File: config.mk
export PLATFORM = sky130hd
export DESIGN_NAME = seg_scan_decoder_flat
export DESIGN_NICKNAME = d
export VERILOG_FILES = /design/src/rtl/seg_scan_decoder_if.sv /design/src/rtl/seg_scan_decoder.sv /design/src/flat_wrapper.sv
export SDC_FILE = /design/constraint.sdc
export NUM_CORES = 1
export LEC_CHECK = 0
export ABC_CLOCK_PERIOD_IN_PS = 4150
export CAP_MARGIN = 15
export CELL_PAD_IN_SITES_DETAIL_PLACEMENT = 1
export CELL_PAD_IN_SITES_GLOBAL_PLACEMENT = 1
export CORE_UTILIZATION = 25
export CTS_CLUSTER_DIAMETER = 100
export DETAILED_ROUTE_END_ITERATION = 8
export PLACE_DENSITY_LB_ADDON = 0.1
export SLEW_MARGIN = 20
export SYNTH_ARGS = -nofsm -noshare
export SYNTH_HDL_FRONTEND = slang
export SYNTH_SLANG_ARGS = --single-unit
File: constraint.sdc
create_clock -name pose -period 4.15 [get_ports pose]
set_clock_uncertainty 0.15 [all_clocks]
set_input_delay 0.83 -clock pose [delete_from_list [all_inputs] [get_ports pose]]
set_output_delay 0.83 -clock pose [all_outputs]
set_load 0.05 [all_outputs]
File: src/rtl/seg_scan_decoder_if.sv
// Scan-sample bus between a display scanner (master) and the decoder (slave).
//
// Transfer semantics: scan_en is a strobe with no back-pressure. Every cycle
// with scan_en=1 the slave samples scan_in on the rising clock edge and
// consumes it. There is no ready signal because the decoder always accepts.
// The status outputs are registered in the slave. value_upd and frame_done
// are single-cycle pulses. The err_* flags stay set until reset.
interface seg_scan_decoder_if;
    logic        scan_en;
    logic [15:0] scan_in;
    logic [15:0] value;
    logic        value_vld;
    logic        value_upd;
    logic        frame_done;
    logic        err_anode;
    logic        err_seg;
    logic        err_order;

    modport master (
        output scan_en, scan_in,
        input  value, value_vld, value_upd, frame_done,
        input  err_anode, err_seg, err_order
    );

    modport slave (
        input  scan_en, scan_in,
        output value, value_vld, value_upd, frame_done,
        output err_anode, err_seg, err_order
    );
endinterface

File: src/rtl/seg_scan_decoder.sv
// Decoder for the scanned 7-segment display word. It decodes each sampled
// {anode, segment} pair back to a hex nibble and assembles four digits into a
// frame. A frame is published once STABLE_FRAMES identical frames arrive in a
// row. STABLE_FRAMES must lie in 1..15.
module seg_scan_decoder #(
    parameter int unsigned STABLE_FRAMES = 2
) (
    input  logic               pose,
    input  logic               rst,
    seg_scan_decoder_if.slave  bus
);

    localparam logic [3:0] SF = 4'(STABLE_FRAMES);

    logic [15:0] shadow_q, shadow_d;
    logic [3:0]  mask_q, mask_d;
    logic [3:0]  stable_q, stable_d;
    logic [15:0] prev_q, prev_d;
    logic [15:0] value_q, value_d;
    logic        vld_q, vld_d;
    logic        upd_q, upd_d;
    logic        fd_q, fd_d;
    logic        ea_q, ea_d;
    logic        es_q, es_d;
    logic        eo_q, eo_d;

    logic [3:0]  anode;
    logic        anode_ok;
    logic        seg_ok;
    logic [3:0]  seg_nib;
    logic [3:0]  mask_mid;

    // The anode field must be exactly one-hot, and the upper nibble must be clear.
    assign anode    = bus.scan_in[11:8];
    assign anode_ok = (bus.scan_in[15:12] == 4'h0) && (anode != 4'h0) &&
                      ((anode & (anode - 4'd1)) == 4'h0);

    // Exact-match segment decode. The pattern for 5 is 8'h67 on this display.
    // Any byte with the dp bit set is rejected.
    always_comb begin
        seg_ok  = 1'b1;
        seg_nib = 4'h0;
        case (bus.scan_in[7:0])
            8'h3F: seg_nib = 4'h0;
            8'h06: seg_nib = 4'h1;
            8'h5B: seg_nib = 4'h2;
            8'h4F: seg_nib = 4'h3;
            8'h66: seg_nib = 4'h4;
            8'h67: seg_nib = 4'h5;
            8'h7D: seg_nib = 4'h6;
            8'h07: seg_nib = 4'h7;
            8'h7F: seg_nib = 4'h8;
            8'h6F: seg_nib = 4'h9;
            8'h77: seg_nib = 4'hA;
            8'h7C: seg_nib = 4'hB;
            8'h39: seg_nib = 4'hC;
            8'h5E: seg_nib = 4'hD;
            8'h7B: seg_nib = 4'hE;
            8'h71: seg_nib = 4'hF;
            default: seg_ok = 1'b0;
        endcase
    end

    // Sample handling, frame assembly, stability counting and publishing.
    always_comb begin
        shadow_d = shadow_q;
        mask_d   = mask_q;
        stable_d = stable_q;
        prev_d   = prev_q;
        value_d  = value_q;
        vld_d    = vld_q;
        upd_d    = 1'b0;
        fd_d     = 1'b0;
        ea_d     = ea_q;
        es_d     = es_q;
        eo_d     = eo_q;
        mask_mid = mask_q;
        if (bus.scan_en) begin
            if (!anode_ok) begin
                ea_d     = 1'b1;
                mask_d   = 4'h0;
                stable_d = 4'h0;
            end else if (!seg_ok) begin
                es_d     = 1'b1;
                mask_d   = 4'h0;
                stable_d = 4'h0;
            end else begin
                for (int i = 0; i < 4; i++) begin
                    if (anode[i]) shadow_d[4*i +: 4] = seg_nib;
                end
                // A repeated digit means the scan skipped digits. Restart the
                // frame from this digit and keep its new nibble.
                if ((mask_q & anode) != 4'h0) begin
                    eo_d     = 1'b1;
                    mask_mid = anode;
                end else begin
                    mask_mid = mask_q | anode;
                end
                if (mask_mid == 4'hF) begin
                    fd_d   = 1'b1;
                    mask_d = 4'h0;
                    if (shadow_d == prev_q) begin
                        stable_d = (stable_q >= SF) ? SF : 4'(stable_q + 4'd1);
                    end else begin
                        stable_d = 4'd1;
                        prev_d   = shadow_d;
                    end
                    if ((stable_d == SF) && (!vld_q || (shadow_d != value_q))) begin
                        value_d = shadow_d;
                        vld_d   = 1'b1;
                        upd_d   = 1'b1;
                    end
                end else begin
                    mask_d = mask_mid;
                end
            end
        end
    end

    // State registers with synchronous reset.
    always_ff @(posedge pose) begin
        if (rst) begin
            shadow_q <= 16'h0;
            mask_q   <= 4'h0;
            stable_q <= 4'h0;
            prev_q   <= 16'h0;
            value_q  <= 16'h0;
            vld_q    <= 1'b0;
            upd_q    <= 1'b0;
            fd_q     <= 1'b0;
            ea_q     <= 1'b0;
            es_q     <= 1'b0;
            eo_q     <= 1'b0;
        end else begin
            shadow_q <= shadow_d;
            mask_q   <= mask_d;
            stable_q <= stable_d;
            prev_q   <= prev_d;
            value_q  <= value_d;
            vld_q    <= vld_d;
            upd_q    <= upd_d;
            fd_q     <= fd_d;
            ea_q     <= ea_d;
            es_q     <= es_d;
            eo_q     <= eo_d;
        end
    end

    assign bus.value      = value_q;
    assign bus.value_vld  = vld_q;
    assign bus.value_upd  = upd_q;
    assign bus.frame_done = fd_q;
    assign bus.err_anode  = ea_q;
    assign bus.err_seg    = es_q;
    assign bus.err_order  = eo_q;

endmodule

File: src/flat_wrapper.sv
// flat-port wrapper written by rule: the top's interface ports become plain ports
module seg_scan_decoder_flat 
#(
    parameter int unsigned STABLE_FRAMES = 2
)
  (pose, rst, bus_scan_en, bus_scan_in, bus_value, bus_value_vld, bus_value_upd, bus_frame_done, bus_err_anode, bus_err_seg, bus_err_order);
  seg_scan_decoder_if bus_i ();
  input  logic pose;
  input  logic rst;
  input wire logic [$bits(bus_i.scan_en)-1:0] bus_scan_en;
  input wire logic [$bits(bus_i.scan_in)-1:0] bus_scan_in;
  output wire logic [$bits(bus_i.value)-1:0] bus_value;
  output wire logic [$bits(bus_i.value_vld)-1:0] bus_value_vld;
  output wire logic [$bits(bus_i.value_upd)-1:0] bus_value_upd;
  output wire logic [$bits(bus_i.frame_done)-1:0] bus_frame_done;
  output wire logic [$bits(bus_i.err_anode)-1:0] bus_err_anode;
  output wire logic [$bits(bus_i.err_seg)-1:0] bus_err_seg;
  output wire logic [$bits(bus_i.err_order)-1:0] bus_err_order;
  assign bus_i.scan_en = bus_scan_en;
  assign bus_i.scan_in = bus_scan_in;
  assign bus_value = bus_i.value;
  assign bus_value_vld = bus_i.value_vld;
  assign bus_value_upd = bus_i.value_upd;
  assign bus_frame_done = bus_i.frame_done;
  assign bus_err_anode = bus_i.err_anode;
  assign bus_err_seg = bus_i.err_seg;
  assign bus_err_order = bus_i.err_order;
  seg_scan_decoder #(.STABLE_FRAMES(STABLE_FRAMES)) u_core (.pose(pose), .rst(rst), .bus(bus_i));
endmodule
==> flow_summary.html, run 1 <==
<table>
<tr><th>Metric</th><th>Value</th></tr>
<tr><th colspan="2">STA</th></tr>
<tr><td>Post-route clock period utilization</td><td>0.985</td></tr>
<tr><td>Worst path setup slack after routing</td><td>63.1 ps</td></tr>
<tr><td>Final period demand of the worst path</td><td>4090 ps</td></tr>
<tr><td>Pins over their slew limit</td><td>0</td></tr>
<tr><td>Worst-margin pin slew</td><td>728 ps</td></tr>
<tr><td>Final TNS setup</td><td>0 ps</td></tr>
<tr><td>Worst slew margin relative to its limit</td><td>0.514</td></tr>
<tr><td>Setup violators final</td><td>0</td></tr>
<tr><td>Min Hold Slack</td><td>341 ps</td></tr>
<tr><td>Number of endpoints with negative hold slack in the final report</td><td>0</td></tr>
<tr><td>Highest attainable clock frequency</td><td>245 MHz</td></tr>
<tr><th colspan="2">Logic synthesis</th></tr>
<tr><td>Post-synthesis instance total</td><td>563</td></tr>
<tr><td>Ys flop type</td><td>sky130_fd_sc_hd__dfxtp_1</td></tr>
<tr><td>Ranking of synthesized cells by area</td><td>sky130_fd_sc_hd__dfxtp_1 28%, sky130_fd_sc_hd__nor2_1 6.8%, sky130_fd_sc_hd__a21oi_1 5.1%</td></tr>
<tr><td>Cell area after technology mapping</td><td>0.00439 sq mm</td></tr>
<tr><td>Synthesized netlist net count</td><td>584</td></tr>
<tr><td>Avg Inst Size Synth</td><td>7.79 sq um</td></tr>
<tr><td>Top cell type by total area after synthesis</td><td>sky130_fd_sc_hd__dfxtp_1</td></tr>
<tr><td>Number of synthesized flops with an enable pin</td><td>0</td></tr>
<tr><td>Fraction of registers with async set/reset</td><td>0</td></tr>
<tr><td>Register area share after synthesis</td><td>0.283</td></tr>
<tr><td>Area fraction of the dominant cell type after synthesis</td><td>0.283</td></tr>
<tr><td>Seq cells post-synth</td><td>62</td></tr>
<tr><td>Warnings, synthesis</td><td>0</td></tr>
<tr><td>Synth unique cells</td><td>79</td></tr>
<tr><th colspan="2">GRT</th></tr>
<tr><td>Initial antenna violation count</td><td>0</td></tr>
<tr><td>All-Layer GR Usage</td><td>0.232</td></tr>
<tr><td>Remaining Overflow, GRT</td><td>0</td></tr>
<tr><td>First-pass GRT wire length</td><td>31,000 um</td></tr>
<tr><td>Vias in the first global route</td><td>5,142</td></tr>
<tr><td>Maximum number of pins on one net before global-route repair</td><td>37</td></tr>
<tr><th colspan="2">Power</th></tr>
<tr><td>Power per cell area</td><td>255 mW/mm^2</td></tr>
<tr><td>IR drop worst, VDD</td><td>252 uV</td></tr>
<tr><td>Leakage power figure</td><td>2.53 nW</td></tr>
<tr><td>Post-layout total power</td><td>0.00160 W</td></tr>
<tr><th colspan="2">Min path</th></tr>
<tr><td>Start point of the worst hold path</td><td>u_core.stable_q[3]</td></tr>
<tr><td>Cell depth of the worst min-delay path</td><td>1</td></tr>
<tr><td>Type of the most critical hold path</td><td>reg -&gt; reg</td></tr>
<tr><td>Capture endpoint of the worst hold path</td><td>u_core.stable_q[3]</td></tr>
<tr><th colspan="2">Final layout</th></tr>
<tr><td>Fill cell count</td><td>2,015</td></tr>
<tr><td>Area of the multi-input gates</td><td>0.00300 sq mm</td></tr>
<tr><td>Post-layout instance count excluding filler cells</td><td>924</td></tr>
<tr><td>Nets@finish</td><td>715</td></tr>
<tr><td>Most common cell after layout, fill and taps aside</td><td>sky130_fd_sc_hd__buf_4</td></tr>
<tr><td>Ratio of cells with drive above 1 in the final layout</td><td>0.242</td></tr>
<tr><td>Area growth from synthesis to final layout</td><td>43.0%</td></tr>
<tr><td>Commonest cells after routing, fill and taps aside</td><td>112 x sky130_fd_sc_hd__buf_4, 79 x sky130_fd_sc_hd__nor2_1, 62 x sky130_fd_sc_hd__dfxtp_1, 45 x sky130_fd_sc_hd__a21oi_1, 32 x sky130_fd_sc_hd__clkdlybuf4s50_1</td></tr>
<tr><td>Area used by sequential logic in the layout</td><td>0.00124 sq mm</td></tr>
<tr><td>Number of antenna cells inserted</td><td>0</td></tr>
<tr><th colspan="2">Die</th></tr>
<tr><td>Overall die width</td><td>134 um</td></tr>
<tr><td>Number of rows in the core area</td><td>48</td></tr>
<tr><td>Floorplan die height</td><td>134 um</td></tr>
<tr><td>Starting Density</td><td>0.255</td></tr>
<tr><td>Top-Level Pins</td><td>41</td></tr>
<tr><td>Die Area</td><td>0.0181 sq mm</td></tr>
<tr><td>Core outline area</td><td>0.0172 sq mm</td></tr>
<tr><th colspan="2">Run status</th></tr>
<tr><td>Status</td><td>complete, no violations</td></tr>
<tr><th colspan="2">Drt</th></tr>
<tr><td>DRC violation count after routing</td><td>0</td></tr>
<tr><td>Total wirelength of the detailed-routed design</td><td>20,300 um</td></tr>
<tr><td>WL/cell</td><td>22.0 um</td></tr>
<tr><td>Number of DRC markers after the initial detailed-route iteration</td><td>231</td></tr>
<tr><td>TritonRoute pass-1 iters</td><td>4</td></tr>
<tr><td>Post-DR vias/cell</td><td>5.39</td></tr>
<tr><td>Post-route ant nets</td><td>0</td></tr>
<tr><td>Total via count in the routed design</td><td>4,979</td></tr>
<tr><th colspan="2">Critical path</th></tr>
<tr><td>Start point of the critical path</td><td>bus_scan_in[0]</td></tr>
<tr><td>Required time worst endpoint</td><td>4270 ps</td></tr>
<tr><td>Setup slack, reg-to-reg</td><td>950 ps</td></tr>
<tr><td>CP Cell Sequence</td><td>clkdlybuf4s50_1, buf_4, or4b_2, o2bb2ai_4, or4_4, buf_4, o2111ai_2, nor4b_2, nand4_1, o31ai_4, or4_1, buf_6, mux2i_1</td></tr>
<tr><td>Count of buffer and inverter cells on the critical path</td><td>4</td></tr>
<tr><td>WS Path Type</td><td>in -&gt; reg</td></tr>
<tr><td>Cell occurring most often along the worst timing path</td><td>sky130_fd_sc_hd__buf_4</td></tr>
<tr><td>Capturing element type of the critical path</td><td>register</td></tr>
<tr><td>Family with the most delay on the worst path</td><td>simple AND/OR/NAND/NOR gates</td></tr>
<tr><td>Delay of the slowest cell on the worst path</td><td>710 ps</td></tr>
<tr><td>Reg-to-reg startpoint</td><td>u_core.bus.value[7]</td></tr>
<tr><td>Slowest stage cell on the critical path</td><td>sky130_fd_sc_hd__or4b_2</td></tr>
<tr><td>Crit path arrival time</td><td>4210 ps</td></tr>
<tr><td>Length in cells of the worst reg-to-reg path</td><td>9</td></tr>
<tr><td>Crit path max fanout</td><td>5</td></tr>
<tr><td>Startpoint type of the worst setup path</td><td>input pin</td></tr>
<tr><td>Destination of the worst register-to-register timing path</td><td>u_core.bus.value[4]</td></tr>
<tr><th colspan="2">Placed design</th></tr>
<tr><td>Pre-CTS WS</td><td>-493 ps</td></tr>
<tr><td>Placer's final routability congestion estimate</td><td>0.880</td></tr>
<tr><td>Placed cell count</td><td>903</td></tr>
<tr><td>Detail Placement HPWL</td><td>15,700 um</td></tr>
<tr><td>Port Buffers</td><td>40</td></tr>
<tr><th colspan="2">CTS</th></tr>
<tr><td>H-tree depth reported by CTS</td><td>3</td></tr>
<tr><td>Number of buffers on the longest clock path</td><td>2</td></tr>
<tr><td>Clock slew seen by the registers of the worst setup and hold paths</td><td>60 ps</td></tr>
<tr><td>TritonCTS clock tree</td><td>done</td></tr>
<tr><td>Number of buffers added to fix hold violations after cts</td><td>0</td></tr>
<tr><td>Clock tree sinks</td><td>62</td></tr>
<tr><td>Insertion delay to the later sink of the worst-skew pair</td><td>340 ps</td></tr>
<tr><td>Cts bufs inserted</td><td>9</td></tr>
<tr><td>Master cell of the clock root buffer</td><td>sky130_fd_sc_hd__clkbuf_16</td></tr>
<tr><th colspan="2">Flow run</th></tr>
<tr><td>Number of violations of the max-capacitance limit</td><td>0</td></tr>
</table>
## worst max-delay path by stage
stage	endpoint	cells after the start
3_5_place_dp	u_core.bus.value[13]	12
5_1_grt	u_core.bus.value[9]	13
3_3_place_gp	u_core.bus.value[13]	14
6_report	u_core.bus.value[4]	13
2_1_floorplan	u_core.bus.value[7]	12
4_1_cts	u_core.bus.value[9]	12
## stage by stage
step	cell area [sq um]	utilization
6_report	6280	0.364
5_1_grt	6280	0.364
4_1_cts	6150	0.357
3_5_place_dp	5790	0.336
3_3_place_gp	5790	0.336
2_1_floorplan	4390	-
## cells in the mapped netlist, types with 5 or more instances
master	n
sky130_fd_sc_hd__a211o_1	7
sky130_fd_sc_hd__a211oi_1	21
sky130_fd_sc_hd__a21oi_1	45
sky130_fd_sc_hd__a22o_1	5
sky130_fd_sc_hd__a22oi_1	10
sky130_fd_sc_hd__buf_2	12
sky130_fd_sc_hd__clkbuf_1	23
sky130_fd_sc_hd__dfxtp_1	62
sky130_fd_sc_hd__inv_1	15
sky130_fd_sc_hd__mux2i_1	15
sky130_fd_sc_hd__nand2_1	20
sky130_fd_sc_hd__nand2b_1	14
sky130_fd_sc_hd__nand3_1	9
sky130_fd_sc_hd__nand3b_1	18
sky130_fd_sc_hd__nand4_1	5
sky130_fd_sc_hd__nor2_1	80
sky130_fd_sc_hd__nor2b_1	6
sky130_fd_sc_hd__nor3_1	15
sky130_fd_sc_hd__o2111ai_1	7
sky130_fd_sc_hd__o21ai_0	21
sky130_fd_sc_hd__o21ai_1	13
sky130_fd_sc_hd__o22ai_1	8
sky130_fd_sc_hd__or3_1	6
sky130_fd_sc_hd__or4_1	5
sky130_fd_sc_hd__xnor2_1	12
sky130_fd_sc_hd__xor2_1	11
## final cells by class
type / count / area share
multi-input cells: 443 / 0.478
repair buffers: 160 / 0.219
flip-flops and latches: 62 / 0.198
well taps: 225 / 0.0449
clock buffers: 11 / 0.0403
inverters: 18 / 0.0108
clock inverters: 5 / 0.00917
## layer usage
layer	GRT usage	wire length (um)	vias up
met2	0.392	9720	94
met3	0.0263	483	33
li1	-	-	2384
met5	0	0	-
met4	0.0974	590	0
met1	0.300	9510	2468
## where the power goes
group          switching (W)  internal [W]  total [W]
sequential       0.000000589      0.000596   0.000597
combinational       0.000124     0.0000935   0.000218
clock               0.000288      0.000497   0.000785
total               0.000413       0.00119    0.00160
## kinds of logic after synthesis
family / share of synthesized area
xor gates and xnor gates: 0.0459
buffers and inverters: 0.0599
AOI/OAI and AO/OA: 0.296
adders and majority gates: 0.00570
DFF: 0.283
muxes: 0.0393
and+or+nand+nor: 0.270
## sequential cells by signal, indices dropped and copies added, names as in the netlist
signal and count:
u_core.bus.err_seg 1, u_core.bus.err_anode 1, u_core.shadow_q 16, u_core.prev_q 16, u_core.bus.value_vld 1, u_core.bus.err_order 1, u_core.bus.frame_done 1, u_core.bus.value 16
u_core.bus.value_upd 1, u_core.stable_q 4, u_core.mask_q 4
## timing repair
action / in CTS / in global routing
endpoints found under the setup margin: 33 / 35
pin swaps: 1 / 7
cloned: 0 / 0
buffers inserted: 1 / 4
gates resized for setup: 10 / 19
No activity file was read; power rests on OpenSTA's default activity.
==> run 2, diff against run 1 <==
- ABC_CLOCK_PERIOD_IN_PS: 4150 -> 3600
- clock period: 4.15 -> 3.6 ns (I/O delays scaled with it)
==> flow_summary.html, run 2 (synthesis gave the netlist of run 1 again) <==
<table>
<tr><th>Metric</th><th>Value</th></tr>
<tr><th colspan="2">Critical path</th></tr>
<tr><td>Length in cells of the worst reg-to-reg path</td><td>9 (unchanged)</td></tr>
<tr><td>Crit path max fanout</td><td>5 (unchanged)</td></tr>
<tr><td>Capturing element type of the critical path</td><td>register</td></tr>
<tr><td>WS Path Type</td><td>in -&gt; reg</td></tr>
<tr><td>Startpoint type of the worst setup path</td><td>input pin</td></tr>
<tr><td>Required time worst endpoint</td><td>3720 ps (-550 ps)</td></tr>
<tr><td>Crit path arrival time</td><td>3680 ps (-530 ps)</td></tr>
<tr><th colspan="2">Placed design</th></tr>
<tr><td>Placed cell count</td><td>932 (+3.2%)</td></tr>
<tr><td>Pre-CTS WS</td><td>-897 ps (-404 ps)</td></tr>
<tr><td>Placer's final routability congestion estimate</td><td>0.904 (+2.8%)</td></tr>
<tr><td>Detail Placement HPWL</td><td>15,800 um (+0.64%)</td></tr>
<tr><td>Port Buffers</td><td>40 (unchanged)</td></tr>
<tr><th colspan="2">CTS</th></tr>
<tr><td>Cts bufs inserted</td><td>9 (unchanged)</td></tr>
<tr><td>H-tree depth reported by CTS</td><td>3 (unchanged)</td></tr>
<tr><td>Number of buffers added to fix hold violations after cts</td><td>0 (unchanged)</td></tr>
<tr><td>Insertion delay to the later sink of the worst-skew pair</td><td>350 ps (about the same)</td></tr>
<tr><td>Clock slew seen by the registers of the worst setup and hold paths</td><td>60 ps (about the same)</td></tr>
<tr><td>Clock tree sinks</td><td>62 (unchanged)</td></tr>
<tr><td>Number of buffers on the longest clock path</td><td>2 (unchanged)</td></tr>
<tr><td>TritonCTS clock tree</td><td>done</td></tr>
<tr><td>Master cell of the clock root buffer</td><td>sky130_fd_sc_hd__clkbuf_16</td></tr>
<tr><th colspan="2">Power</th></tr>
<tr><td>Leakage power figure</td><td>2.75 nW (+8.7%)</td></tr>
<tr><td>IR drop worst, VDD</td><td>221 uV (-12%)</td></tr>
<tr><td>Power per cell area</td><td>301 mW/mm^2 (+18%)</td></tr>
<tr><th colspan="2">GRT</th></tr>
<tr><td>All-Layer GR Usage</td><td>0.232 (-0.000370)</td></tr>
<tr><td>Vias in the first global route</td><td>5,330 (+3.7%)</td></tr>
<tr><td>Remaining Overflow, GRT</td><td>0 (unchanged)</td></tr>
<tr><td>First-pass GRT wire length</td><td>31,400 um (+1.3%)</td></tr>
<tr><td>Maximum number of pins on one net before global-route repair</td><td>38 (+2.7%)</td></tr>
<tr><td>Initial antenna violation count</td><td>0 (unchanged)</td></tr>
<tr><th colspan="2">STA</th></tr>
<tr><td>Worst path setup slack after routing</td><td>45.9 ps (-17.1 ps)</td></tr>
<tr><td>Setup repair after global routing missed its margin</td><td>false</td></tr>
<tr><td>Final period demand of the worst path</td><td>3550 ps</td></tr>
<tr><td>Setup violators final</td><td>0 (unchanged)</td></tr>
<tr><td>Worst slew margin relative to its limit</td><td>0.453 (-0.0614)</td></tr>
<tr><td>Number of endpoints with negative hold slack in the final report</td><td>0 (unchanged)</td></tr>
<tr><td>Highest attainable clock frequency</td><td>281 MHz</td></tr>
<tr><td>Pins over their slew limit</td><td>0 (unchanged)</td></tr>
<tr><td>Post-route clock period utilization</td><td>0.987</td></tr>
<tr><td>Worst-margin pin slew</td><td>810 ps (+81.4 ps)</td></tr>
<tr><td>Final TNS setup</td><td>0 ps (unchanged)</td></tr>
<tr><th colspan="2">Drt</th></tr>
<tr><td>Total via count in the routed design</td><td>5,151 (+3.5%)</td></tr>
<tr><td>Post-DR vias/cell</td><td>5.37 (-0.43%)</td></tr>
<tr><td>Post-route ant nets</td><td>0 (unchanged)</td></tr>
<tr><td>Number of DRC markers after the initial detailed-route iteration</td><td>288 (+25%)</td></tr>
<tr><td>TritonRoute pass-1 iters</td><td>5 (+1)</td></tr>
<tr><td>WL/cell</td><td>21.8 um (-0.65%)</td></tr>
<tr><td>Total wirelength of the detailed-routed design</td><td>21,000 um (+3.2%)</td></tr>
<tr><td>DRC violation count after routing</td><td>0 (unchanged)</td></tr>
<tr><th colspan="2">Final layout</th></tr>
<tr><td>Fill cell count</td><td>2,001 (-0.69%)</td></tr>
<tr><td>Nets@finish</td><td>751 (+5.0%)</td></tr>
<tr><td>Area growth from synthesis to final layout</td><td>56.1%</td></tr>
<tr><td>Post-layout instance count excluding filler cells</td><td>960 (+3.9%)</td></tr>
<tr><td>Ratio of cells with drive above 1 in the final layout</td><td>0.333 (+0.0916)</td></tr>
<tr><td>Most common cell after layout, fill and taps aside</td><td>sky130_fd_sc_hd__buf_4</td></tr>
<tr><td>Number of antenna cells inserted</td><td>0 (unchanged)</td></tr>
<tr><td>Commonest cells after routing, fill and taps aside</td><td>144 x sky130_fd_sc_hd__buf_4, 76 x sky130_fd_sc_hd__nor2_1, 62 x sky130_fd_sc_hd__dfxtp_1, 42 x sky130_fd_sc_hd__a21oi_1, 28 x sky130_fd_sc_hd__clkdlybuf4s50_1</td></tr>
<tr><th colspan="2">Die</th></tr>
<tr><td>Starting Density</td><td>0.255 (unchanged)</td></tr>
<tr><td>Die Area</td><td>0.0181 sq mm (unchanged)</td></tr>
<tr><td>Floorplan die height</td><td>134 um (unchanged)</td></tr>
<tr><td>Overall die width</td><td>134 um (unchanged)</td></tr>
<tr><td>Top-Level Pins</td><td>41 (unchanged)</td></tr>
<tr><td>Core outline area</td><td>0.0172 sq mm (unchanged)</td></tr>
<tr><td>Number of rows in the core area</td><td>48 (unchanged)</td></tr>
<tr><th colspan="2">Min path</th></tr>
<tr><td>Type of the most critical hold path</td><td>reg -&gt; reg</td></tr>
<tr><td>Cell depth of the worst min-delay path</td><td>2 (+1)</td></tr>
<tr><th colspan="2">Flow run</th></tr>
<tr><td>Number of violations of the max-capacitance limit</td><td>0 (unchanged)</td></tr>
<tr><th colspan="2">Run status</th></tr>
<tr><td>Status</td><td>complete, no violations</td></tr>
</table>
[run 2: path summary, 6_finish.rpt]
kind / slack (ps) / from / end
max reg2reg: 390 / u_core.bus.value[15] / u_core.bus.value[4]
max: 50 / bus_scan_in[3] / u_core.bus.value[4]
min: 340 / u_core.stable_q[2] / u_core.stable_q[2]
min reg2reg: 340 / u_core.stable_q[2] / u_core.stable_q[2]
[run 2: final cells by class]
cell class	instances	area (sq um)	share of cell area
Clock inverter	6	134	0.0195
Clock buffer	10	229	0.0334
Inverter	18	67.6	0.00986
Tap cell	225	282	0.0411
Sequential cell	62	1240	0.181
Timing Repair Buffer	196	1600	0.234
Multi-Input combinational cell	443	3300	0.481
[run 2: stage by stage]
step	hold WS, ps	total power (W)	utilization	area (sq um)
6_report	336	0.00206	0.397	6850
3_5_place_dp	324	0.000955	0.348	5990
5_1_grt	370	0.00213	0.397	6850
4_1_cts	342	0.00207	0.384	6620
3_3_place_gp	303	0.000950	0.348	5990
2_1_floorplan	297	0.000816	-	4400
[run 2: report_power, final]
part | switching (W) | internal, W
clock | 0.000348 | 0.000747
sequential | 0.000000670 | 0.000687
combinational | 0.000158 | 0.000124
[run 2: routing by layer]
| metal | share of wire | vias to the layer above | track usage |
|---|---|---|---|
| li1 | - | 2449 | - |
| met1 | 0.46 | 2575 | 0.310 |
| met2 | 0.48 | 105 | 0.391 |
| met3 | 0.038 | 22 | 0.0330 |
| met4 | 0.017 | 0 | 0.0587 |
| met5 | 0 | - | 0 |
[run 2: what timing repair did]
item,CTS,global route
cloned,0,3
pin swaps,20,26
buffers inserted,4,5
endpoints found under the setup margin,60,36
gates resized for setup,66,58
[run 2: critical path, cell delays in order]
cell and delay [ps]:
sky130_fd_sc_hd__clkbuf_2 120, sky130_fd_sc_hd__or4b_4 590, sky130_fd_sc_hd__a211oi_4 260, sky130_fd_sc_hd__buf_6 160
sky130_fd_sc_hd__nor2_2 60, sky130_fd_sc_hd__a22o_1 230, sky130_fd_sc_hd__o311a_4 390, sky130_fd_sc_hd__a211o_1 320
sky130_fd_sc_hd__o31ai_4 300, sky130_fd_sc_hd__or4_4 200, sky130_fd_sc_hd__buf_6 130, sky130_fd_sc_hd__mux2i_1 190
==> run 3, diff against run 2 <==
- CORE_UTILIZATION: 25 -> 39
==> flow_summary.html, run 3 (synthesis gave the netlist of run 1 again) <==
<table>
<tr><th>Metric</th><th>Value</th></tr>
<tr><th colspan="2">Run status</th></tr>
<tr><td>Status</td><td>complete, but fails checks</td></tr>
<tr><td>Violated checks</td><td>negative setup slack</td></tr>
<tr><th colspan="2">STA</th></tr>
<tr><td>Worst path setup slack after routing</td><td>-55.4 ps (-101 ps)</td></tr>
<tr><td>Final TNS setup</td><td>-55.4 ps (-55.4 ps)</td></tr>
<tr><td>Setup violators final</td><td>1 (+1)</td></tr>
<tr><td>Post-route clock period utilization</td><td>1.02 (+0.0281)</td></tr>
<tr><td>Worst-margin pin slew</td><td>777 ps (-33.2 ps)</td></tr>
<tr><td>Worst slew margin relative to its limit</td><td>0.482 (+0.0292)</td></tr>
<tr><td>Min Hold Slack</td><td>327 ps (-8.85 ps)</td></tr>
<tr><td>Number of endpoints with negative hold slack in the final report</td><td>0 (unchanged)</td></tr>
<tr><td>Final period demand of the worst path</td><td>3660 ps (+101 ps)</td></tr>
<tr><td>Pins over their slew limit</td><td>0 (unchanged)</td></tr>
<tr><td>Highest attainable clock frequency</td><td>274 MHz (-2.8%)</td></tr>
<tr><th colspan="2">Final layout</th></tr>
<tr><td>Most common cell after layout, fill and taps aside</td><td>sky130_fd_sc_hd__buf_4</td></tr>
<tr><td>Nets@finish</td><td>753 (+0.27%)</td></tr>
<tr><td>Area growth from synthesis to final layout</td><td>51.0%</td></tr>
<tr><td>Post-route standard cell area excluding fillers</td><td>0.00663 sq mm (-3.3%)</td></tr>
<tr><td>Commonest cells after routing, fill and taps aside</td><td>138 x sky130_fd_sc_hd__buf_4, 79 x sky130_fd_sc_hd__nor2_1, 62 x sky130_fd_sc_hd__dfxtp_1, 40 x sky130_fd_sc_hd__a21oi_1, 29 x sky130_fd_sc_hd__clkdlybuf4s50_1</td></tr>
<tr><td>Ratio of cells with drive above 1 in the final layout</td><td>0.334 (+0.000452)</td></tr>
<tr><td>Number of antenna cells inserted</td><td>0 (unchanged)</td></tr>
<tr><th colspan="2">Drt</th></tr>
<tr><td>Total wirelength of the detailed-routed design</td><td>20,600 um (-1.9%)</td></tr>
<tr><td>Number of DRC markers after the initial detailed-route iteration</td><td>458 (+59%)</td></tr>
<tr><td>DRC violation count after routing</td><td>0 (unchanged)</td></tr>
<tr><td>WL/cell</td><td>23.4 um (+7.4%)</td></tr>
<tr><td>Total via count in the routed design</td><td>5,432 (+5.5%)</td></tr>
<tr><td>Post-route ant nets</td><td>0 (unchanged)</td></tr>
<tr><td>TritonRoute pass-1 iters</td><td>4 (-1)</td></tr>
<tr><td>Post-DR vias/cell</td><td>6.19 (+15%)</td></tr>
<tr><th colspan="2">Power</th></tr>
<tr><td>Net switching power of the design</td><td>0.000509 W (+0.62%)</td></tr>
<tr><td>Total internal power</td><td>0.00108 W (-31%)</td></tr>
<tr><td>Clock network fraction of total power</td><td>0.388 (-0.142)</td></tr>
<tr><td>Share of total power consumed by net switching</td><td>0.321 (+0.0761)</td></tr>
<tr><td>Leakage power figure</td><td>2.68 nW (-2.7%)</td></tr>
<tr><td>Power per cell area</td><td>239 mW/mm^2 (-21%)</td></tr>
<tr><td>IR drop worst, VDD</td><td>360 uV (+63%)</td></tr>
<tr><td>Sequential cell fraction of total power</td><td>0.433 (+0.100)</td></tr>
<tr><td>Share of power burned in combinational logic</td><td>0.179 (+0.042)</td></tr>
<tr><th colspan="2">Die</th></tr>
<tr><td>Starting Density</td><td>0.403 (+0.148)</td></tr>
<tr><td>Top-Level Pins</td><td>41 (unchanged)</td></tr>
<tr><td>Overall die width</td><td>108 um (-20%)</td></tr>
<tr><td>Die Area</td><td>0.0117 sq mm (-35%)</td></tr>
<tr><td>Floorplan die height</td><td>108 um (-20%)</td></tr>
<tr><td>Core outline area</td><td>0.0109 sq mm (-37%)</td></tr>
<tr><td>Number of rows in the core area</td><td>38 (-21%)</td></tr>
<tr><th colspan="2">Critical path</th></tr>
<tr><td>Startpoint type of the worst setup path</td><td>input pin</td></tr>
<tr><td>Capturing element type of the critical path</td><td>register</td></tr>
<tr><td>WS Path Type</td><td>in -&gt; reg</td></tr>
<tr><td>Crit path max fanout</td><td>6 (+1)</td></tr>
<tr><td>Reg-to-reg startpoint</td><td>u_core.shadow_q[0]</td></tr>
<tr><td>Start point of the critical path</td><td>bus_scan_in[0]</td></tr>
<tr><td>Crit path arrival time</td><td>3810 ps (+130 ps)</td></tr>
<tr><td>Required time worst endpoint</td><td>3760 ps (+40 ps)</td></tr>
<tr><th colspan="2">GRT</th></tr>
<tr><td>First-pass GRT wire length</td><td>30,700 um (-2.1%)</td></tr>
<tr><td>All-Layer GR Usage</td><td>0.357 (+0.125)</td></tr>
<tr><td>Maximum number of pins on one net before global-route repair</td><td>38 (unchanged)</td></tr>
<tr><td>Remaining Overflow, GRT</td><td>0 (unchanged)</td></tr>
<tr><td>Vias in the first global route</td><td>5,483 (+2.9%)</td></tr>
<tr><td>Initial antenna violation count</td><td>0 (unchanged)</td></tr>
<tr><th colspan="2">Placed design</th></tr>
<tr><td>Placer's final routability congestion estimate</td><td>0.976 (+8.0%)</td></tr>
<tr><td>Placed Area</td><td>0.00582 sq mm (-2.9%)</td></tr>
<tr><td>Port Buffers</td><td>40 (unchanged)</td></tr>
<tr><td>Detail Placement HPWL</td><td>14,500 um (-8.3%)</td></tr>
<tr><th colspan="2">CTS</th></tr>
<tr><td>Clock tree sinks</td><td>62 (unchanged)</td></tr>
<tr><td>Cts bufs inserted</td><td>9 (unchanged)</td></tr>
<tr><td>H-tree depth reported by CTS</td><td>3 (unchanged)</td></tr>
<tr><td>Clock slew seen by the registers of the worst setup and hold paths</td><td>80 ps (+20 ps)</td></tr>
<tr><td>Insertion delay to the later sink of the worst-skew pair</td><td>390 ps (+40 ps)</td></tr>
<tr><td>Number of buffers on the longest clock path</td><td>2 (unchanged)</td></tr>
<tr><td>TritonCTS clock tree</td><td>done</td></tr>
<tr><td>Master cell of the clock root buffer</td><td>sky130_fd_sc_hd__clkbuf_8</td></tr>
<tr><td>Number of buffers added to fix hold violations after cts</td><td>0 (unchanged)</td></tr>
<tr><th colspan="2">Min path</th></tr>
<tr><td>Type of the most critical hold path</td><td>reg -&gt; reg</td></tr>
<tr><td>Start point of the worst hold path</td><td>u_core.bus.err_anode</td></tr>
<tr><th colspan="2">Flow run</th></tr>
<tr><td>Number of violations of the max-capacitance limit</td><td>0 (unchanged)</td></tr>
</table>
-- run 3: path summary, 6_finish.rpt --
kind	endpoint	slack, ps	cells past startpoint
worst max-delay path	u_core.bus.value_upd	-60	13
worst min-delay path	u_core.bus.err_anode	330	2
worst max register to register	u_core.bus.value[11]	340	11
worst min register to register	u_core.bus.err_anode	330	2
-- run 3: worst max-delay path: stages --
cell and delay, ps:
sky130_fd_sc_hd__dlygate4sd2_1 330, sky130_fd_sc_hd__nand3b_1 240, sky130_fd_sc_hd__buf_4 220, sky130_fd_sc_hd__a2111oi_4 190
sky130_fd_sc_hd__buf_4 210, sky130_fd_sc_hd__nor4_4 60, sky130_fd_sc_hd__buf_4 160, sky130_fd_sc_hd__xnor2_1 170
sky130_fd_sc_hd__buf_4 170, sky130_fd_sc_hd__a2111oi_0 500, sky130_fd_sc_hd__nor4bb_2 490, sky130_fd_sc_hd__nand4_1 220
sky130_fd_sc_hd__nor2_1 140
-- run 3: stage by stage --
step                      utilization  std cells  total power [W]  setup slack (ps)
after detailed placement        0.534        836         0.000943              -777
after global routing            0.609        877          0.00164              -154
after CTS                       0.584        869          0.00157              3.48
final                           0.609        877          0.00159             -55.4
after global placement          0.534        836         0.000938              -774
after floorplan                     -        563         0.000816              15.4
-- run 3: power by group through the flow --
stage,Clock (W),Combinational (W),Sequential (W)
after global routing,0.000654,0.000300,0.000687
after CTS,0.000626,0.000259,0.000687
after floorplan,0,0.000110,0.000706
after detailed placement,0,0.000240,0.000703
final,0.000615,0.000283,0.000687
after global placement,0,0.000235,0.000703
-- run 3: repair_timing --
action                                 in CTS  in global routing
setup buffers                              15                  8
endpoints found under the hold margin       0                  0
setup endpoints to repair                  37                 37
pin swaps                                  16                 27
gates resized for setup                    61                 56
cloned                                      2                  0
-- run 3: area by class of cell --
class,instances,area (sq um)
multi-input cells,443,3280
flip-flops and latches,62,1240
inverters,18,67.6
clock inverters,7,62.6
repair buffers,198,1670
well taps,140,175
fillers,1297,4260
clock buffers,9,124
-- run 3: metal layers --
metal / GRT usage / vias to the layer above / wire length (um)
met3: 0.0820 / 79 / 1440
met5: 0 / - / 0
met2: 0.564 / 217 / 9670
met1: 0.446 / 2681 / 8450
met4: 0.200 / 0 / 995
li1: - / 2455 / -
